--- src/rtl/rgmii_pkg.sv ---
// Shared constants, framer state type and speed helper for the RGMII receive path.
package rgmii_pkg;

  localparam logic [1:0] SPD_10   = 2'b00;
  localparam logic [1:0] SPD_100  = 2'b01;
  localparam logic [1:0] SPD_1000 = 2'b10;

  localparam logic [3:0] PRE_NIB  = 4'h5;
  localparam logic [3:0] SFD_NIB  = 4'hD;
  localparam logic [7:0] SFD_BYTE = 8'hD5;

  typedef enum logic [1:0] {
    IDLE,
    PREAMBLE,
    DATA,
    DROP
  } framer_state_t;

  // 10M and 100M carry one nibble per rx_clk; 2'b11 behaves as 1000M.
  function automatic logic is_nibble(input logic [1:0] spd);
    return (spd == SPD_10) || (spd == SPD_100);
  endfunction

endpackage

--- src/rtl/rgmii_inband_status.sv ---
// In-band link status filter: decodes {duplex, speed, link} from inter-frame nibbles.
// Latency STATUS_STABLE cycles of a steady value; no backpressure.
module rgmii_inband_status
  import rgmii_pkg::*;
#(
  parameter int STATUS_STABLE = 4
) (
  input  logic       rx_clk,
  input  logic       rst,
  input  logic       in_dv,
  input  logic       in_er,
  input  logic [3:0] in_nib,
  output logic       link_up,
  output logic [1:0] link_speed,
  output logic       link_duplex
);

  localparam int RUN_W = $clog2(STATUS_STABLE + 1);
  localparam logic [RUN_W-1:0] RUN_MAX = RUN_W'(STATUS_STABLE);

  logic [3:0]       cand;
  logic [RUN_W-1:0] run;
  logic [RUN_W-1:0] next_run;

  always_comb begin
    next_run = RUN_W'(1);
    if ((in_nib == cand) && (run != '0)) begin
      next_run = (run == RUN_MAX) ? run : run + 1'b1;
    end
  end

  always_ff @(posedge rx_clk) begin
    if (rst) begin
      cand        <= '0;
      run         <= '0;
      link_up     <= 1'b0;
      link_speed  <= SPD_10;
      link_duplex <= 1'b0;
    end else if (!in_dv && !in_er) begin
      cand <= in_nib;
      run  <= next_run;
      if (next_run == RUN_MAX) begin
        link_duplex <= in_nib[3];
        link_speed  <= in_nib[2:1];
        link_up     <= in_nib[0];
      end
    end else begin
      // Any frame or error activity breaks the run of identical samples.
      run <= '0;
    end
  end

endmodule

--- src/rtl/rgmii_rx_framer.sv ---
// RGMII rx framer: nibble packing, preamble/SFD strip, SOF/EOF/ERR tagging, frame counters.
// 1000M latency 2 cycles, no backpressure; `RGMII_INBAND_STATUS_EN adds in-band link status.
module rgmii_rx_framer
  import rgmii_pkg::*;
#(
  parameter int MAX_LEN = 1522,
  parameter int CNT_W   = 16
`ifdef RGMII_INBAND_STATUS_EN
  ,
  parameter int STATUS_STABLE = 4
`endif
) (
  input  logic             rx_clk,
  input  logic             rst,
  input  logic [1:0]       speed_mode,
  input  logic [7:0]       in_data,
  input  logic             in_dv,
  input  logic             in_er,
  output logic [7:0]       out_data,
  output logic             out_valid,
  output logic             out_sof,
  output logic             out_eof,
  output logic             out_err,
  output logic [CNT_W-1:0] frame_cnt,
  output logic [CNT_W-1:0] err_cnt,
  output logic             link_up,
  output logic [1:0]       link_speed,
  output logic             link_duplex
);

  localparam int LEN_W = $clog2(MAX_LEN + 1);
  localparam logic [LEN_W-1:0] LAST_IDX = LEN_W'(MAX_LEN - 1);

  logic [1:0] src_speed;

`ifdef RGMII_INBAND_STATUS_EN
  rgmii_inband_status #(
    .STATUS_STABLE(STATUS_STABLE)
  ) u_status (
    .rx_clk      (rx_clk),
    .rst         (rst),
    .in_dv       (in_dv),
    .in_er       (in_er),
    .in_nib      (in_data[3:0]),
    .link_up     (link_up),
    .link_speed  (link_speed),
    .link_duplex (link_duplex)
  );
  assign src_speed = link_speed;
`else
  assign link_up     = 1'b1;
  assign link_duplex = 1'b1;
  assign link_speed  = speed_mode;
  assign src_speed   = speed_mode;
`endif

  framer_state_t    state;
  logic [1:0]       eff_speed;
  logic [7:0]       hold;
  logic             hold_full;
  logic             first_pend;
  logic [3:0]       nib_lo;
  logic             nib_phase;
  logic             pre_nib5;
  logic             err_seen;
  logic             trunc_pend;
  logic [LEN_W-1:0] byte_cnt;

  logic       byte_done;
  logic [7:0] byte_val;
  logic       eof_err;

  function automatic logic [CNT_W-1:0] sat_inc(input logic [CNT_W-1:0] v);
    return (&v) ? v : v + 1'b1;
  endfunction

  always_comb begin
    byte_done = 1'b0;
    byte_val  = in_data;
    if (in_dv && (state == DATA)) begin
      if (!is_nibble(eff_speed)) begin
        byte_done = 1'b1;
      end else if (nib_phase) begin
        byte_done = 1'b1;
        byte_val  = {in_data[3:0], nib_lo};
      end
    end
  end

  // A half-assembled byte at end of carrier is dribble and marks the frame bad.
  assign eof_err = err_seen | (is_nibble(eff_speed) & nib_phase);

  always_ff @(posedge rx_clk) begin
    if (rst) begin
      state      <= IDLE;
      eff_speed  <= SPD_10;
      hold       <= '0;
      hold_full  <= 1'b0;
      first_pend <= 1'b0;
      nib_lo     <= '0;
      nib_phase  <= 1'b0;
      pre_nib5   <= 1'b0;
      err_seen   <= 1'b0;
      trunc_pend <= 1'b0;
      byte_cnt   <= '0;
      out_data   <= '0;
      out_valid  <= 1'b0;
      out_sof    <= 1'b0;
      out_eof    <= 1'b0;
      out_err    <= 1'b0;
      frame_cnt  <= '0;
      err_cnt    <= '0;
    end else begin
      out_valid <= 1'b0;
      out_sof   <= 1'b0;
      out_eof   <= 1'b0;
      out_err   <= 1'b0;

      case (state)
        IDLE: begin
          if (in_dv) begin
            state     <= PREAMBLE;
            eff_speed <= src_speed;
            pre_nib5  <= (in_data[3:0] == PRE_NIB);
          end
        end

        PREAMBLE: begin
          if (!in_dv) begin
            state <= IDLE;
          end else begin
            pre_nib5 <= (in_data[3:0] == PRE_NIB);
            if (is_nibble(eff_speed) ? (pre_nib5 && (in_data[3:0] == SFD_NIB))
                                     : (in_data == SFD_BYTE)) begin
              state      <= DATA;
              hold_full  <= 1'b0;
              first_pend <= 1'b1;
              nib_phase  <= 1'b0;
              err_seen   <= 1'b0;
              trunc_pend <= 1'b0;
              byte_cnt   <= '0;
            end
          end
        end

        DATA: begin
          if (!in_dv) begin
            if (hold_full) begin
              out_valid <= 1'b1;
              out_data  <= hold;
              out_sof   <= first_pend;
              out_eof   <= 1'b1;
              out_err   <= eof_err;
              if (eof_err) err_cnt <= sat_inc(err_cnt);
              else         frame_cnt <= sat_inc(frame_cnt);
            end
            hold_full <= 1'b0;
            nib_phase <= 1'b0;
            state     <= IDLE;
          end else begin
            if (in_er) err_seen <= 1'b1;
            if (is_nibble(eff_speed)) begin
              nib_phase <= ~nib_phase;
              if (!nib_phase) nib_lo <= in_data[3:0];
            end
            if (byte_done) begin
              if (hold_full) begin
                out_valid  <= 1'b1;
                out_data   <= hold;
                out_sof    <= first_pend;
                first_pend <= 1'b0;
              end
              hold      <= byte_val;
              hold_full <= 1'b1;
              // The MAX_LEN-th byte sits in hold and leaves next cycle as a bad EOF.
              if (byte_cnt == LAST_IDX) begin
                trunc_pend <= 1'b1;
                state      <= DROP;
              end else begin
                byte_cnt <= byte_cnt + 1'b1;
              end
            end
          end
        end

        DROP: begin
          if (trunc_pend) begin
            out_valid  <= 1'b1;
            out_data   <= hold;
            out_sof    <= first_pend;
            out_eof    <= 1'b1;
            out_err    <= 1'b1;
            err_cnt    <= sat_inc(err_cnt);
            trunc_pend <= 1'b0;
            hold_full  <= 1'b0;
            first_pend <= 1'b0;
          end
          if (!in_dv) state <= IDLE;
        end

        default: state <= IDLE;
      endcase
    end
  end

endmodule
--- config.mk ---
export PLATFORM = sky130hd
export DESIGN_NAME = rgmii_rx_framer
export DESIGN_NICKNAME = d
export VERILOG_FILES = /design/src/rtl/rgmii_pkg.sv /design/src/rtl/rgmii_inband_status.sv /design/src/rtl/rgmii_rx_framer.sv
export SDC_FILE = /design/constraint.sdc
export NUM_CORES = 1
export LEC_CHECK = 0
export ABC_AREA = 1
export ABC_CLOCK_PERIOD_IN_PS = 2170
export CAP_MARGIN = 20
export CORE_MARGIN = 2
export CORE_UTILIZATION = 50
export DETAILED_ROUTE_END_ITERATION = 16
export PLACE_DENSITY_LB_ADDON = 0.05
export SLEW_MARGIN = 0
export SYNTH_ARGS = -nofsm -noshare
export SYNTH_HDL_FRONTEND = slang
export SYNTH_SLANG_ARGS = --single-unit
--- constraint.sdc ---
create_clock -name rx_clk -period 2.17 [get_ports rx_clk]
set_input_delay 0.5425 -clock rx_clk [delete_from_list [all_inputs] [get_ports rx_clk]]
set_output_delay 0.5425 -clock rx_clk [all_outputs]
set_load 0.03 [all_outputs]
# Word-level counts from Yosys, hierarchy flattened
# Index checks and enable logic that the tools add are counted.
[word_totals]
register_bits = 77
output_inout_bits = 48
inputBits = 14
word_cells = 146
[op_classes]
n_eq_ne = 25
n_reduce_logical = 25
bitwise_logic = 6
muxes = 69
n_addsub = 3
[op_table]
columns = ["cell", "n"]
rows = [
  ["two-way mux 16 bit", 5],
  ["two-way mux 8 bit", 7],
  ["two-way mux 11 bit", 5],
  ["adder 16 x 1 -> 16 bit, second input constant", 2],
  ["two-way mux 1 bit", 32],
  ["case mux 16 bit (2 select lines)", 1],
  ["AND reduction 16 bit", 2],
  ["AND reduction 5 bit", 5],
  ["inequality test 2 bit, second input constant", 12],
  ["case mux 11 bit (2 select lines)", 1],
  ["case mux 8 bit (2 select lines)", 1],
  ["two-way mux 2 bit", 7],
  ["case mux 1 bit (2 select lines)", 6],
  ["AND reduction 6 bit", 2],
  ["adder 11 x 1 -> 11 bit, second input constant", 1],
  ["equality test 11 bit, second input constant", 1],
  ["case mux 1 bit (3 select lines)", 3],
  ["equality test 8 bit, second input constant", 1],
  ["case mux 2 bit (4 select lines)", 1],
  ["AND reduction 4 bit", 2],
  ["AND reduction 7 bit", 1],
  ["inequality test 3 x 2 -> 1 bit, second input constant", 2],
  ["inequality test 3 bit, second input constant", 2],
  ["AND reduction 3 bit", 2],
  ["other kinds (15)", 24],
]

# Longest topological paths before layout
# Gate-level depths: netlist of run 1.
[depth]
word_depth = 8
ltp_mapped = 13
depth_no_buf = 11

# Least setup slack after synthesis of run 1
# No wires, ideal clock.
[synth_path]
path_kind = "flip-flop to flip-flop"
startpoint = "register err_cnt[0]"
endpoint = "register err_cnt[5]"
slack_ns = 0.312
synth_period_minus_slack_ns = 1.858
arrival_time_ns = 1.727
setup_ns = 0.131
path_stages_with_launch = 12
required_time_ns = 2.039
path_buffers = 1
cell_sequence = "dfxtp_1 ha_1 nand3_1 nor2_2 nand2_2 nor2_4 nand2_2 nand2_4 inv_2 buf_6 nand2_1 a21oi_2"
[synth_via]
elab_chain_len = 6
elab_cells_between_ends = 8
cone_classes = "add/sub (1); mux (6); reduce/logical (1)"
[synth_rtl]
columns = ["element", "line", "rtl"]
rows = [
  ["start: declaration", "rgmii_rx_framer.sv:25", "output logic [CNT_W-1:0] err_cnt,"],
  ["start signal: assignment", "rgmii_rx_framer.sv:154", "if (eof_err) err_cnt <= sat_inc(err_cnt);"],
  ["start signal: assignment", "rgmii_rx_framer.sv:193", "err_cnt <= sat_inc(err_cnt);"],
  ["adder 16 x 1 -> 16 bit or AND reduction 16 bit (tied branches)", "rgmii_rx_framer.sv:74", "return (&v) ? v : v + 1'b1;"],
  ["two-way mux 16 bit (*)", "rgmii_rx_framer.sv:74", ""],
  ["two-way mux 16 bit", "rgmii_rx_framer.sv:154", ""],
  ["two-way mux 16 bit", "rgmii_rx_framer.sv:148", "if (hold_full) begin"],
  ["two-way mux 16 bit", "rgmii_rx_framer.sv:147", "if (!in_dv) begin"],
  ["case mux 16 bit (2 select lines) (*)", "rgmii_rx_framer.sv:119", "case (state)"],
]
# Mark *: on every way between the ends. The rest lies on a longest branch, timed or not. The select of a mux whose other input is x is not followed.
# A chain may end at the register's enable or synchronous reset.

# Final worst setup path of run 1
[layout_path]
startpoint = "register err_cnt[6]"
endpoint = "output port err_cnt[6]"
# No word-level cell between the ends.

==> impl_metrics.ini, run 1 <==
[status]
outcome = complete, no violations

[final_layout]
syn_to_final_growth_pct = 22.7
drive_above_1_share_pct = 12.1
mostFrequentLayoutCell = nand2_1
final_cell_mix = nand2_1 (134), nor2_1 (79), dfxtp_1 (76), a21oi_1 (57)
nets = 706
antenna_cells_inserted = 0
post_route_cell_area_um2 = 5170
final_util_pct = 63.2

[setup_path]
cp.buffers_inverters = 1
critical_path.max_stage_delay_ns = 0.74
required_time_at_the_worst_slack_endpoint_ns = 1.63
reg_to_reg_critical_path_endpoint = err_cnt[2]
regToRegSetupSlack_ns = 0.22
worstPathMaxFanout = 6
worst-setup-path-type = reg2out
worstSetupStartpoint = err_cnt[6]
critical_path.cell_chain = clkdlybuf4s50_1
worst_ep_arrival_time_ns = 1.55
crit_path_end_kind = primary output
startpoint_type = flip-flop
crit_end = err_cnt[6]
critical-path-top-delay-family = buffers and inverters
cell_depth_of_the_worst_setup_path = 1
r2r.worst_path.cells = 12
critPathSlowestCell = clkdlybuf4s50_1
worst_r2r_startpoint = state[0]

[power_and_ir_drop]
power.net_switching_mw = 1.53
areal_power_density_over_the_cells_nw_per_um2 = 799
sequential_share_of_power_pct = 38.7
vdd.ir_drop.worst_v = 0.000415
power_frac_comb_pct = 37.2
power.internal_mw = 2.60
clock_power_share_pct = 24.1
power.static_leakage_nw = 1.93
power_switching_share_pct = 37.1

[detailed_routing]
antenna_violating_nets_post_route = 0
drc = 0
route.detailed.vias_per_inst = 5.12
routed-via-count = 4047
wire_per_inst_um = 12.8
drt-total-wl_um = 10100
drtPass1Iterations = 4
drt_iter0_markers = 181

[logic_synthesis]
synth_ff_type = dfxtp_1
asyncSetResetFlopFracSynth_pct = 0
synth_mux_area_share_pct = 0
synthAdderAreaFrac_pct = 2.67
yosysSeqAreaShare_pct = 36.1
synth.ff_latch_count = 76
yosys_warnings = 0
ys_types = 37
synth_area_per_cell_um2 = 6.88
number_of_flops_mapped_to_enable_cells_by_yosys = 0
syn_inst = 612
synth-compound-area-share_pct = 15.1
synth_top_family_by_area = simple AND/OR/NAND/NOR gates
syn_area_um2 = 4210
synthXorXnorAreaFrac_pct = 5.61
synth_simple_gate_area_share_pct = 31.4

[global_routing]
grt_max_degree = 36
grtUsageMet3_pct = 3.45
gr-usage-all-layers_pct = 23.6
grtUsageMet1_pct = 29.6
grt_pass1_vias = 3813
wire_length_of_the_first_global_routing_pass_um = 17100
antenna_found_initial = 0
global_route.peak_usage_layer = met2
grt.met2_usage_pct = 40.2
globalRoute.totalOverflow = 0

[clock_tree]
clock_sink_count = 76
cts_setup_buffers = 0
clk_transition_reported_paths_ns = 0.07
number_of_buffers_on_the_longest_clock_path = 2
number_of_instances_resized_during_post_cts_repair = 0
clock_tree_from_tritoncts = built
cts_buffer_count = 9
clock_insertion_delay_worst_skew_ns = 0.35
hold_buffers = 0
root_buffer = clkbuf_8
ctsHtreeMaxLevel = 3

[min_path]
hp-start = first_pend
min-delay-path-class = reg2reg

[timing]
timing.final.ws_setup_ns = 0.0764
setup_viol = 0
finClkSkew_ns = 0.00806
period_minus_slack_ns = 2.09
maxClockFrequency_mhz = 478
layout_worst_path_cycle_share_pct = 96.5
timing.final.max_slew_violations = 0
rsz_0062_raised_after_global_routing = no
timing_hold_violations_final = 0

[floorplan]
design.core.area_um2 = 8180
floorplan.die.width_um = 95.8
io-pin-count = 62
dieHeight_um = 95.8
initial_utilization_pct = 51.5
num_rows = 33
die_area_um2 = 9180

[run]
max-cap-violations = 0

[placed_design]
portBuffers = 57
place_congestion = 0.892
dp_worst_setup_slack_ns = -0.0478
dp.final_hpwl_um = 7310
dpl-instance-area_um2 = 4990
-- metal layers --
layer  up-vias  routed length, um
met2        75               4850
met5         -                  0
met3        11                386
met4         0                167
li1       2119                  -
met1      1842               4680
-- layout make-up --
type | count | area [um2]
tap | 105 | 131
sequential | 76 | 1520
inverter | 62 | 234
timing repair buffer | 84 | 791
clock inverter | 1 | 7.51
multi-input combinational | 450 | 2320
fill | 749 | 3010
clock buffer | 13 | 169
-- cell families after synthesis --
| family | after synthesis |
|---|---|
| AO/OA/AOI/OAI | 116 |
| XOR/XNOR | 27 |
| adder cells (fa/ha/maj) | 9 |
| buffers and inverters | 87 |
| flip-flops | 76 |
| other | 1 |
| AND/OR/NAND/NOR | 296 |
-- power by group through the flow --
stage | sequential (mW) | combinational [mW] | clock (mW)
after floorplan | 1.67 | 0.961 | 0
after global routing | 1.61 | 1.71 | 1.07
after detailed placement | 1.63 | 1.52 | 0
final | 1.60 | 1.54 | 0.996
after global placement | 1.62 | 1.51 | 0
after CTS | 1.60 | 1.53 | 1.03
-- through the flow --
step | hold WS [ns] | cells | power (mW) | setup TNS (ns)
global route | 0.479 | 791 | 4.40 | 0
global placement | 0.448 | 777 | 3.13 | 0
floorplan | 0.431 | 613 | 2.63 | 0
finish | 0.466 | 791 | 4.13 | 0
detailed placement | 0.453 | 777 | 3.15 | -0.0952
CTS | 0.465 | 791 | 4.15 | 0
-- state kept, by name, summed over array words and instances, names as in the netlist --
register and cells:
out_valid 1, out_data 8, state 2, eff_speed 1
trunc_pend 1, out_eof 1, frame_cnt 16, byte_cnt 11
nib_lo 4, out_sof 1, err_seen 1, nib_phase 1
pre_nib5 1, out_err 1, first_pend 1, hold 8
hold_full 1, err_cnt 16
-- how the worst min path moves through the flow --
stage            endpoint  slack (ns)  cells past startpoint
4_1_cts        first_pend        0.46                      2
2_1_floorplan    err_seen        0.43                      2
3_3_place_gp   first_pend        0.45                      2
6_report       first_pend        0.47                      2
5_1_grt        first_pend        0.48                      2
3_5_place_dp   first_pend        0.45                      2
-- cells in the mapped netlist (3+ instances only) --
library cell / number / area share, %
o21ai_1: 15 / 1.8
nand2_1: 134 / 12
ha_1: 9 / 2.7
buf_2: 3 / 0.36
nand4_1: 14 / 2.1
a21oi_2: 10 / 2.1
buf_6: 4 / 1.1
clkbuf_1: 11 / 0.98
inv_1: 55 / 4.9
dfxtp_1: 76 / 36
xor2_1: 19 / 4.0
nor3_1: 8 / 0.95
nand2_2: 12 / 1.8
xnor2_1: 8 / 1.7
buf_4: 5 / 0.89
o21ai_0: 29 / 3.4
inv_2: 6 / 0.53
nand3_1: 33 / 3.9
nor2_1: 79 / 7.0
a21oi_1: 57 / 6.8
nor3_2: 3 / 0.71
Note: power is estimated with default switching activity, not from simulation.
==> inputs of run 2 (changes only) <==
--- a/config.mk
+++ b/config.mk
@@ -5,11 +5,10 @@
 export SDC_FILE = /design/constraint.sdc
 export NUM_CORES = 1
 export LEC_CHECK = 0
-export ABC_AREA = 1
 export ABC_CLOCK_PERIOD_IN_PS = 2170
 export CAP_MARGIN = 20
 export CORE_MARGIN = 2
-export CORE_UTILIZATION = 50
+export CORE_UTILIZATION = 30
 export DETAILED_ROUTE_END_ITERATION = 16
 export PLACE_DENSITY_LB_ADDON = 0.05
 export SLEW_MARGIN = 0
==> run 2 against run 1 <==
  * Hold slack got worse by 0.010 ns
  * Clock power up 60%
  * Maximum frequency is 2.5% lower
  * Non-clock buffer count rose by 40
  * Cell area increased by 5.6%
==> impl_metrics.ini, run 2 <==
[power_and_ir_drop]
power_frac_comb_pct = 19.9
sequential_share_of_power_pct = 38.0
clock_power_share_pct = 42.1
power.internal_mw = 2.77
areal_power_density_over_the_cells_nw_per_um2 = 691
vdd.ir_drop.worst_v = 0.000267
power.net_switching_mw = 1.01
power.static_leakage_nw = 2.00
power_switching_share_pct = 26.7

[global_routing]
gr-usage-all-layers_pct = 15.9
grt_max_degree = 32
grt_pass1_vias = 3581
antenna_found_initial = 0
wire_length_of_the_first_global_routing_pass_um = 18000
globalRoute.totalOverflow = 0

[timing]
timing.max_slew.rel_slack_pct = 58.5
period_minus_slack_ns = 2.15
setup_viol = 0
finClkSkew_ns = 0.00635
timing_hold_violations_final = 0
layout_worst_path_cycle_share_pct = 98.9
worst-slew-pin-transition_ns = 0.622
maxClockFrequency_mhz = 466
finalHoldWorstSlack_ns = 0.455
final.setup.tns_ns = 0
rsz_0062_raised_after_global_routing = yes
timing.final.max_slew_violations = 0

[detailed_routing]
drt_iter0_markers = 159
wire_per_inst_um = 14.6
route.detailed.vias_per_inst = 5.10
drc = 0
routed-via-count = 3813
antenna_violating_nets_post_route = 0
drtPass1Iterations = 4
drt-total-wl_um = 10900

[placed_design]
portBuffers = 57
dp.final_hpwl_um = 7480
place_congestion = 0.848

[setup_path]
worst_ep_arrival_time_ns = 2.37
critPathSlowestCell = or4_1
cell_depth_of_the_worst_setup_path = 7
critical-path-top-delay-family = simple AND/OR/NAND/NOR gates
required_time_at_the_worst_slack_endpoint_ns = 2.39
crit_path_end_kind = flip-flop
r2r.worst_path.cells = 7
startpoint_type = flip-flop
cp.buffers_inverters = 1
critical_path.cell_chain = inv_2, ha_4, nand3b_4, or3_4, or3_1, or4_1, mux2_1
critical_path.max_stage_delay_ns = 0.41
worstPathMaxFanout = 4
worst-setup-path-type = reg2reg

[final_layout]
drive_above_1_share_pct = 20.7
syn_to_final_growth_pct = 40.5
final_cell_mix = dfxtp_1 (74), buf_4 (64), clkdlybuf4s50_1 (48), nor2_1 (46), a21oi_1 (42)
nets = 594
mostFrequentLayoutCell = dfxtp_1
reg.largest.list = err_cnt: 16 flops, frame_cnt: 16 flops, byte_cnt: 11 flops
antenna_cells_inserted = 0

[logic_synthesis]
syn_area_um2 = 3890
synth_area_per_cell_um2 = 8.38
asyncSetResetFlopFracSynth_pct = 0
ys_types = 56
yosys.cell_count.top_type = dfxtp_1
synth.ff_latch_count = 76
synth_area_leaders = dfxtp_1 (39%), a21oi_1 (5.7%), nor2_1 (4.4%), nand2_1 (3.3%), or4_1 (3.3%)
number_of_flops_mapped_to_enable_cells_by_yosys = 0
synth.largest_area_cell = dfxtp_1
yosysTopAreaCellShare_pct = 39.1
syn_inst = 464
yosys_warnings = 0
synth_ff_type = dfxtp_1
netlist_top_cells_count = dfxtp_1 (76), nor2_1 (46), a21oi_1 (44)
yosysSeqAreaShare_pct = 39.1

[clock_tree]
root_buffer = clkbuf_16
clock_tree_from_tritoncts = built
hold_buffers = 0
cts_buffer_count = 9
ctsHtreeMaxLevel = 3
clock_sink_count = 76
clk_transition_reported_paths_ns = 0.06
clock_insertion_delay_worst_skew_ns = 0.34
number_of_buffers_on_the_longest_clock_path = 2

[floorplan]
die_area_um2 = 13900
io-pin-count = 62
dieHeight_um = 118
floorplan.die.width_um = 118
num_rows = 41
design.core.area_um2 = 12600
initial_utilization_pct = 30.8

[status]
outcome = complete, no violations

[min_path]
min-delay-path-class = reg2reg
number_of_cells_on_the_worst_hold_path = 2

[run]
max-cap-violations = 0
-- run 2: cell types whose count changed in the layout (fill, tap and decap cells not counted), sizes merged, moves of 12 or more --
cell,previous run,this run
o31ai,0,13
nor2,83,46
o21ai,44,14
nand3,35,19
a21oi,67,45
xor2,19,0
inv,60,19
nand2,148,34
buf,29,67
or4,0,17
mux2i,0,12
-- run 2: through the flow --
| step | utilization, % | setup slack [ns] | instance area, um2 | instances | power [mW] |
|---|---|---|---|---|---|
| after floorplan | - | -0.0945 | 3890 | 465 | 1.81 |
| after global placement | 39.8 | -0.596 | 5020 | 728 | 2.12 |
| after detailed placement | 39.8 | -0.591 | 5020 | 728 | 2.12 |
| after CTS | 42.5 | 0.00325 | 5360 | 745 | 3.75 |
| after global routing | 43.3 | -0.0288 | 5460 | 748 | 3.95 |
| final | 43.3 | 0.0232 | 5460 | 748 | 3.77 |
-- run 2: cell families after synthesis --
logic type               synth area share, %
other                                 0.0965
flip-flops                              39.1
multiplexers                            4.83
adder cells (fa/ha/maj)                 2.90
buffers and inverters                   5.28
AO/OA/AOI/OAI                           18.1
AND/OR/NAND/NOR                         27.6
XOR/XNOR                                2.03
-- run 2: area by class of cell --
type	instances	area [um2]
clock buffers	13	270
well taps	172	215
multi-input cells	341	2240
repair buffers	124	1100
inverters	19	71.3
clock inverters	3	43.8
flip-flops and latches	76	1520
fillers	1303	7160
-- run 2: routing by layer --
metal / global-route usage [%] / up-vias / share of wire [%]
li1: - / 1920 / -
met1: 21.9 / 1807 / 49
met2: 24.5 / 75 / 45
met3: 3.20 / 11 / 4.4
met4: 6.33 / 0 / 1.6
met5: 0 / - / 0
-- run 2: final timing paths --
| check | from | endpoint | slack (ns) |
|---|---|---|---|
| worst max-delay path | state[0] | frame_cnt[13] | 0.02 |
| worst max register to register | state[0] | frame_cnt[13] | 0.02 |
| worst min-delay path | nib_lo[3] | nib_lo[3] | 0.46 |
| worst min register to register | nib_lo[3] | nib_lo[3] | 0.46 |
-- run 2: worst register-to-register path, stage by stage (launching register included) --
cell      delay [ns]
dfxtp_1         0.31
inv_2           0.08
ha_4            0.16
nand3b_4        0.08
or3_4           0.35
or3_1           0.33
or4_1           0.41
mux2_1          0.32
-- run 2: repair_timing --
action,CTS,global route
setup buffers,0,2
pin swaps,1,4
cloned,1,1
endpoints found under the setup margin,32,27
resized for setup,11,18
-- run 2: power groups by stage --
stage          clock network, mW  registers [mW]  logic [mW]
2_1_floorplan                  0            1.47       0.343
6_report                    1.59            1.43       0.752
3_5_place_dp                   0            1.46       0.663
5_1_grt                     1.70            1.44       0.821
3_3_place_gp                   0            1.46       0.661
4_1_cts                     1.63            1.43       0.690
==> RTL change, RTL diff (settings of run 2) <==
Make the reset (`rst`) asynchronous in one clocked block.
--- a/src/rtl/rgmii_rx_framer.sv
+++ b/src/rtl/rgmii_rx_framer.sv
@@ -90,7 +90,7 @@
   // A half-assembled byte at end of carrier is dribble and marks the frame bad.
   assign eof_err = err_seen | (is_nibble(eff_speed) & nib_phase);
 
-  always_ff @(posedge rx_clk) begin
+  always_ff @(posedge rx_clk or posedge rst) begin
     if (rst) begin
       state      <= IDLE;
       eff_speed  <= SPD_10;
Behaviour: not the same (Yosys sat finds a counterexample within 10 cycles, from zero or initial values and one cycle with rst high; the reset may be asserted at any time).
==> RTL change against run 2 <==
  * Register-to-register slack improved by 90 ps
  * Routed wire length fell by 11%
  * Synthesized area rose by 2.4%
  * Setup slack improved by 77 ps
  * Final area fell by 3.4%
  * Sequential share of layout area rose by 8.1 points
  * Fmax rose by 3.7%
  * Sequential cell count did not move
  * First-iteration DRC count fell by 36%
  * Via count fell by 16%
  * Critical endpoint is now byte_cnt[9]$_DFFE_PP0P_
Power is not compared: it rests on default switching activity, and its combinational part moved more than twofold at a synthesized area within 25%.
==> RTL change: results (changes against run 2) <==
Finish
  – Final layout net count: 500 (-16%)
  – # fillers: 1,283 (-1.5%)
  – Number of antenna diodes: 0 (unchanged)
  – Multi-input logic area: 1956 µm² (-13%)
  – Final Instance Count excl. Fillers: 658 (-12%)
  – Fraction of final layout cells with drive strength greater than 1: 18.05% (-2.6 points)

CTS
  – # resized after CTS: 0 (-11)
  – CTS root buf: clkbuf_16
  – Depth of the CTS H-tree: 3 (unchanged)
  – CTS Hold Bufs: 0 (unchanged)
  – Setup Buffers After CTS: 0 (unchanged)
  – Max Root-Sink Buffers: 2 (unchanged)
  – TritonCTS Buffers: 9 (unchanged)

Worst setup path
  – R2R Setup Slk: 110 ps (+90 ps)
  – Largest fanout on the critical path: 10 (+6)
  – Data arrival time of the worst path: 2330 ps (-40 ps)
  – Worst reg2reg startpoint: state[0]$_DFFE_PP0P_
  – CP delay by family, top: simple AND/OR/NAND/NOR gates
  – Crit path launch: in_data[4]
  – R2R depth: 7 (unchanged)
  – Max incr delay on CP: 520 ps (+110 ps)
  – Capturing point of the worst reg2reg path: byte_cnt[9]$_DFFE_PP0P_
  – Slowest CP cell: or4_1

Hold path
  – WHS Path Cells: 1 (-1)
  – Hold worst-path end: err_cnt[9]$_DFFE_PP0P_
  – Critical hold path startpoint: err_cnt[9]$_DFFE_PP0P_

Global routing
  – Antenna violations before repair: 0 (unchanged)
  – Vias in the first global route: 3,367 (-6.0%)
  – Largest net degree at the start of global routing: 77 (+140%)
  – First-pass GRT wire length: 16.88 mm (-6.2%)
  – GRT Overall Usage: 14.97% (-0.97 points)

Pwr
  – Lkg Pwr: roughly 2.3 nW
  – Worst VDD drop: 0.3854 mV

Detailed routing
  – Via-to-Cell Ratio: 4.857 (-4.7%)
  – Drt first pass iters: 5 (+1)
  – Initial DRC Count: 101 (-36%)
  – Avg WL per Cell: 14.68 µm (+0.68%)

Placement
  – GP Congestion: 0.7896 (-6.9%)
  – Pre-CTS setup slack: -299.7 ps (+291.4 ps)
  – Port Buffers: 57 (unchanged)
  – Post-DP HPWL: 6.916 mm (-7.6%)
  – DP Cell Count: 642 (-12%)
  – Placed cell areas: 4974 µm² (-0.97%)

Synth
  – Post-synthesis sequential area ratio: 47.75% (+8.6 points)
  – Async SR Flop Fraction: 100.0% (+100 points)
  – Ranking of synthesized cells by area: dfrtp_1 (48%), mux2_2 (4.5%), xor2_1 (4.0%), nand2_1 (3.1%), ha_1 (2.8%)
  – Post-synthesis cell count: 387 (-17%)
  – Commonest cells post-synth: dfrtp_1 (76), nand2_1 (33), nor2_1 (27), a21oi_1 (19)
  – Synth Warn #: 0 (unchanged)
  – Distinct cells, synth: 62 (+11%)
  – Main flop type after synthesis: dfrtp_1

Timing
  – Tmin final: 2070 ps (-76.64 ps)
  – Clk_skew: 7.835 ps (+1.486 ps)
  – Hold WS: 493.2 ps (+37.90 ps)

Outcome
  – Status: finished, final reports clean
## RTL change: cell count changes in the layout (fill, tap and decap cells not counted), sizes merged, moves of 9 or more
cell,change
dfrtp,+76
or4,-13
mux2,+10
mux2i,-9
buf,-28
inv,-10
o22ai,+10
dfxtp,-76
xor2,+18
nor2,-18
a21oi,-25
or3,-11
## RTL change: routing by layer
metal	global-route usage (%)	wire length [µm]	up-vias
li1	-	-	1588
met4	6.548	165	0
met3	3.209	346	11
met1	20.97	4948	1542
met2	22.23	4201	55
met5	0	0	-
## RTL change: final cells by class
cell class                      count  share of cell area (%)
Timing Repair Buffer               95                   16.72
Tap cell                          176                   4.174
Sequential cell                    76                   36.04
Multi-Input combinational cell    284                   37.06
Clock buffer                       12                   4.672
Inverter                           11                  0.8537
Clock inverter                      4                  0.4743
## RTL change: worst max-delay path by stage
| stage | end | depth (start not counted) |
|---|---|---|
| floorplan | frame_cnt[1]$_DFFE_PP0P_ | 7 |
| global placement | byte_cnt[5]$_DFFE_PP0P_ | 6 |
| detailed placement | byte_cnt[6]$_DFFE_PP0P_ | 7 |
| CTS | hold[6]$_DFFE_PP0P_ | 7 |
| global route | byte_cnt[6]$_DFFE_PP0P_ | 7 |
| finish | byte_cnt[9]$_DFFE_PP0P_ | 6 |
## RTL change: where the power goes
part / switching (W) / internal, W / total [W]
combinational: 0.000896 / 0.000705 / 0.00160
clock: 0.000594 / 0.000802 / 0.00140
sequential: 0.000189 / 0.00159 / 0.00177
## RTL change: logic make-up after synthesis
| kind of cell | synth area share (%) |
|---|---|
| buf+inv | 3.927 |
| mux | 5.278 |
| compound gates | 13.54 |
| flops | 47.75 |
| fa+ha+maj | 2.828 |
| xor+xnor | 5.718 |
| other cells | 0.09416 |
| simple gates | 20.86 |
